`src/rtl/csi2tx_yuv420_p2b_gen.sv`:
```
// YUV420 pixel-to-byte packer for the CSI-2 TX pixel path.
// Turns one pixel per cycle into a little-endian byte stream, packed into
// DW_BYTES-wide words, with a byte-enabled partial flush at line end.
module csi2tx_yuv420_p2b_gen #(
    parameter int unsigned DW_BYTES = 4
) (
    input  logic                  clk,
    input  logic                  rst_n,
    input  logic [31:0]           pixel_data,
    input  logic                  pixel_data_vld,
    input  logic                  line_start,
    input  logic                  line_end,
    input  logic                  line_odd,
    input  logic                  mode,
    input  logic                  convrn_enable,
    output logic [8*DW_BYTES-1:0] dw,
    output logic                  dw_vld,
    output logic [DW_BYTES-1:0]   dw_be,
    output logic                  dw_last,
    output logic                  protocol_err
);

    localparam int unsigned AW = 8 * (DW_BYTES + 1);
    localparam int unsigned WW = 8 * DW_BYTES;
    localparam int unsigned FW = $clog2(DW_BYTES + 2);
    localparam logic [FW-1:0] DW_FILL = FW'(DW_BYTES);

    typedef enum logic [1:0] {StIdle, StActive, StFlush} state_e;

    state_e state_q, state_d;

    // Accumulator keeps every byte at or above fill_q at zero, so a flush
    // can present the low lanes directly.
    logic [AW-1:0]       acc_q, acc_d, acc_app;
    logic [FW-1:0]       fill_q, fill_d, fill_app;
    logic                par_q, par_d, par_base;

    logic [WW-1:0]       dw_d;
    logic                vld_d, last_d, err_d;
    logic [DW_BYTES-1:0] be_d;

    logic [7:0]          y_b, u_b, v_b, b0, b1;
    logic                two_b;
    logic [15:0]         new_bytes;
    logic [FW-1:0]       nbytes;
    logic                unused_bits;

    assign y_b = pixel_data[27:20];
    assign u_b = pixel_data[17:10];
    assign v_b = pixel_data[7:0];
    assign unused_bits = ^{pixel_data[31:28], pixel_data[19:18], pixel_data[9:8]};

    // A line_start in the same cycle restarts parity before the pixel is used.
    assign par_base  = line_start ? 1'b0 : par_q;
    assign new_bytes = two_b ? {b1, b0} : {8'h00, b0};
    assign nbytes    = two_b ? FW'(2) : FW'(1);

    // Pick the chroma/luma bytes this pixel contributes; chroma goes first.
    always_comb begin
        b0    = y_b;
        b1    = y_b;
        two_b = 1'b0;
        if (!mode) begin
            if (!par_base) begin
                two_b = 1'b1;
                b0    = line_odd ? u_b : v_b;
            end
        end else if (!line_odd) begin
            two_b = 1'b1;
            b0    = par_base ? v_b : u_b;
        end
    end

    // FSM state register.
    always_ff @(posedge clk or negedge rst_n) begin
        if (!rst_n) begin
            state_q <= StIdle;
        end else begin
            state_q <= state_d;
        end
    end

    // FSM next-state logic.
    always_comb begin
        state_d = state_q;
        if (!convrn_enable) begin
            state_d = StIdle;
        end else begin
            unique case (state_q)
                StIdle:   if (line_start || pixel_data_vld) state_d = StActive;
                StActive: if (line_end) state_d = StFlush;
                StFlush:  state_d = StIdle;
                default:  state_d = StIdle;
            endcase
        end
    end

    // Accumulator update and next values of the registered outputs.
    always_comb begin
        acc_d    = acc_q;
        fill_d   = fill_q;
        par_d    = par_q;
        acc_app  = '0;
        fill_app = '0;
        dw_d     = '0;
        vld_d    = 1'b0;
        be_d     = '0;
        last_d   = 1'b0;
        err_d    = 1'b0;
        if (!convrn_enable) begin
            acc_d  = '0;
            fill_d = '0;
            par_d  = 1'b0;
        end else begin
            unique case (state_q)
                StIdle, StActive: begin
                    err_d    = (state_q == StIdle && line_end) ||
                               (state_q == StActive && line_start);
                    acc_app  = line_start ? '0 : acc_q;
                    fill_app = line_start ? '0 : fill_q;
                    par_d    = par_base;
                    if (pixel_data_vld) begin
                        acc_app  = acc_app | (AW'(new_bytes) << {fill_app, 3'b000});
                        fill_app = fill_app + nbytes;
                        par_d    = ~par_base;
                    end
                    if (fill_app >= DW_FILL) begin
                        dw_d   = acc_app[WW-1:0];
                        vld_d  = 1'b1;
                        be_d   = '1;
                        acc_d  = acc_app >> WW;
                        fill_d = fill_app - DW_FILL;
                        // A word that exactly ends the line is itself the last word.
                        last_d = (state_q == StActive) && line_end && (fill_d == '0);
                    end else begin
                        acc_d  = acc_app;
                        fill_d = fill_app;
                    end
                end
                StFlush: begin
                    err_d = pixel_data_vld || line_start;
                    if (fill_q != '0) begin
                        dw_d   = acc_q[WW-1:0];
                        vld_d  = 1'b1;
                        last_d = 1'b1;
                        for (int unsigned k = 0; k < DW_BYTES; k++) begin
                            be_d[k] = (FW'(k) < fill_q);
                        end
                    end
                    acc_d  = '0;
                    fill_d = '0;
                    par_d  = 1'b0;
                end
                default: begin
                    acc_d  = '0;
                    fill_d = '0;
                    par_d  = 1'b0;
                end
            endcase
        end
    end

    // Datapath and output registers.
    always_ff @(posedge clk or negedge rst_n) begin
        if (!rst_n) begin
            acc_q        <= '0;
            fill_q       <= '0;
            par_q        <= 1'b0;
            dw           <= '0;
            dw_vld       <= 1'b0;
            dw_be        <= '0;
            dw_last      <= 1'b0;
            protocol_err <= 1'b0;
        end else begin
            acc_q        <= acc_d;
            fill_q       <= fill_d;
            par_q        <= par_d;
            dw           <= dw_d;
            dw_vld       <= vld_d;
            dw_be        <= be_d;
            dw_last      <= last_d;
            protocol_err <= err_d;
        end
    end

endmodule

```
`config.mk`:
```
export PLATFORM = sky130hd
export DESIGN_NAME = csi2tx_yuv420_p2b_gen
export DESIGN_NICKNAME = d
export VERILOG_FILES = /design/src/rtl/csi2tx_yuv420_p2b_gen.sv
export SDC_FILE = /design/constraint.sdc
export NUM_CORES = 1
export LEC_CHECK = 0
export CORE_MARGIN = 2
export CORE_UTILIZATION = 49
export DETAILED_ROUTE_END_ITERATION = 16
export MAX_ROUTING_LAYER = met4
export PLACE_DENSITY = 0.8
export REMOVE_ABC_BUFFERS = 1
export SETUP_SLACK_MARGIN = 0.5
export SLEW_MARGIN = 20
export SYNTH_ARGS = -nofsm -noshare
export SYNTH_HDL_FRONTEND = slang
export SYNTH_SLANG_ARGS = --single-unit
```
`constraint.sdc`:
```
create_clock -name clk -period 2.6 [get_ports clk]
set_input_delay 0.52 -clock clk [delete_from_list [all_inputs] [get_ports clk]]
set_output_delay 0.52 -clock clk [all_outputs]
set_load 0.01 [all_outputs]
```
==> results.json <==
{
  "n_fill_cell": 758,
  "crit_path_end_kind": "flip-flop",
  "grt_pass1_wl_microns": 24270,
  "numCtsBuffers": 9,
  "wirelength_microns": 15320,
  "die_y_microns": 103.1,
  "ys_top_cells_by_area": "dfrtp_1 44%, nand2_1 4.5%, a21oi_1 3.7%",
  "drv_cap": 0,
  "min_path_type": "in -> async",
  "slew_violations": 0,
  "leakage_nw": 2.865,
  "synth_top_area_frac": 0.4418,
  "initial_core_util": 0.4995,
  "fin_skew_ns": 0.01096,
  "place_congestion": 1.087,
  "final_nets": 670,
  "dr.pass1.iters": 5,
  "syn2layout_area_growth_pct": 36.59,
  "dieArea_sq_um": 10630,
  "peakVddDrop_v": 0.0003347,
  "h-tree-depth": 3,
  "fin_crit_ns": 2.576,
  "timing.fmax_mhz": 388.2,
  "finalSetupViolCount": 0,
  "synth_edf_count": 0,
  "vias": 4690,
  "coreArea_sq_um": 9639,
  "avgSynthCellArea_sq_um": 9.786,
  "hold_viol": 0,
  "numClockSinks": 85,
  "synthArstFlopShare": 1.000,
  "rsz0062_at_grt": "yes",
  "grt_overflow_total": 0,
  "reg2reg_depth": 11,
  "critPathRequiredTime_ns": 2.86,
  "hpwl_microns": 10990,
  "worst_pin_slew_ns": 0.6088,
  "cts-root-buf": "clkbuf_8",
  "drive_gt1_frac": 0.2674,
  "ioPinCount": 79,
  "fin_hold_ws_ns": 0.04364,
  "synth_most_common_cell": "dfrtp_1",
  "avgViaCountPerCell": 6.131,
  "cts.path.max_buffers": 2,
  "grt_max_degree": 61,
  "yosysTopAreaCell": "dfrtp_1",
  "setup.worst_path.start_class": "flip-flop",
  "max_slew_margin": 0.5917,
  "worstPathArrival_ns": 2.84,
  "status": "finished, final reports clean",
  "yosys-top-cells-count": "85 x dfrtp_1, 58 x nand2_1, 40 x nor2_1",
  "remaining_drc_errors": 0,
  "worstSkewPairLatency_ns": 0.38,
  "cts_tree": "yes",
  "powerDensity_nw_per_um2": 459.8,
  "antenna_found_initial": 0,
  "port_buffers": 70,
  "synth_cell_types": 73,
  "synth-main-ff-cell": "dfrtp_1",
  "postSynthCellCount": 492,
  "yosysWarnings": 0,
  "clk_pin_slew_worst_paths_ns": 0.09,
  "final_core_util": 0.6822,
  "fin_crit_sh": 0.9907,
  "grt_pass1_vias": 4546,
  "critical_path_class": "reg -> reg",
  "wl_per_cell_microns": 20.03,
  "fp.dieW_microns": 103.1,
  "insertedDiodeCount": 0,
  "grt_use_total": 0.3136,
  "crit_fanout": 7,
  "synth_seq_cells": 85,
  "yosysSeqAreaShare": 0.4418,
  "ant_nets": 0,
  "netlist_area_sq_um": 4815,
  "drtIter0Drc": 640,
  "row_count": 36
}
[final timing paths]
| check | end | slack, ns | startpoint |
|---|---|---|---|
| min in group clk | dw[21] | 0.49 | acc_q[21] |
| max in group asynchronous | acc_q[16] | 1.90 | rst_n |
| min reg2reg | dw[21] | 0.49 | acc_q[21] |
| min | acc_q[2] | 0.04 | rst_n |
| max | dw[15] | 0.02 | par_q |
| max reg2reg | dw[15] | 0.02 | par_q |
[per-layer routing]
layer	vias to the layer above	routed length, microns	global-route usage
met2	282	6935	0.4585
met3	36	1646	0.07119
met4	0	388	0.1032
met1	2265	6351	0.4330
met5	-	0	-
li1	2107	-	-
[critical path, cell delays in order, from the launching register on]
cell	delay [ns]
dfrtp_1	0.35
or3b_4	0.40
nand2_4	0.08
ha_4	0.12
inv_2	0.03
fa_2	0.33
and2b_4	0.31
xor2_4	0.18
nor2_1	0.06
buf_4	0.17
and3_4	0.18
a221o_1	0.25
[metrics by stage]
stage                     setup TNS (ns)  instance area (sq um)  std cells  worst slack (ns)  power (W)
after CTS                              0                   6525        763           0.07914   0.003003
after global routing             -0.2706                   6576        765          -0.04704   0.003125
after floorplan                   -14.14                   4567        452           -0.3056   0.001669
after detailed placement          -51.67                   6140        741           -0.7646   0.002034
final                                  0                   6576        765           0.02427   0.003024
after global placement            -51.23                   6140        741           -0.7573   0.002025
[logic make-up after synthesis]
family / count (synthesis) / share of synthesized area
flip-flops: 85 / 0.4418
AND/OR/NAND/NOR: 183 / 0.1897
buffers and inverters: 46 / 0.05613
adder cells (fa/ha/maj): 2 / 0.006757
AO/OA/AOI/OAI: 154 / 0.2505
multiplexers: 17 / 0.04158
other: 1 / 0.0007789
XOR/XNOR: 4 / 0.01274
[area by class of cell]
cell class,count,area [sq um],share of cell area
clock buffers,10,127.6,0.01941
clock inverters,5,62.56,0.009513
inverters,6,22.52,0.003425
multi-input cells,361,2599,0.3952
flip-flops and latches,85,2127,0.3234
well taps,133,166.4,0.02530
repair buffers,165,1471,0.2237
[timing repair]
item | CTS | global route
buffers inserted | 6 | 2
cloned | 1 | 0
setup endpoints to repair | 79 | 78
hold buffers | 0 | 0
pin swaps | 13 | 5
resized for setup | 44 | 10
[state kept, by name (all words and copies together), names as in the netlist]
| name | flops |
|---|---|
| dw_vld | 1 |
| dw_last | 1 |
| protocol_err | 1 |
| fill_q | 3 |
| acc_q | 40 |
| dw_be | 4 |
| par_q | 1 |
| state_q | 2 |
| dw | 32 |
[power breakdown]
part / switching, W / internal (W) / total [W] / leakage [nW]
Combinational: 0.000386 / 0.000309 / 0.000694 / 1.61
Clock: 0.000509 / 0.000442 / 0.000951 / 0.0886
Sequential: 0.0000218 / 0.00136 / 0.00138 / 1.17
Total: 0.000917 / 0.00211 / 0.00302 / 2.86
[cell usage in the layout, fill, tap and decap left out, types with 6 or more instances in the layout]
master	Yosys	layout
buf_4	5	87
dfrtp_1	85	85
clkdlybuf4s50_1	0	66
nand2_1	58	50
nor2_1	40	39
a21oi_1	36	34
nand3_1	18	16
a221o_1	14	14
nand2b_1	12	12
o31ai_1	11	11
mux2i_1	11	11
nor3_1	12	11
clkbuf_8	0	9
a22oi_1	8	8
o21a_1	8	8
a21o_1	7	7
and2_1	7	7
nand2_2	0	6
o21ai_0	8	6
a31oi_1	6	6
a22o_1	6	6
Power figures use the tool's default switching activity.
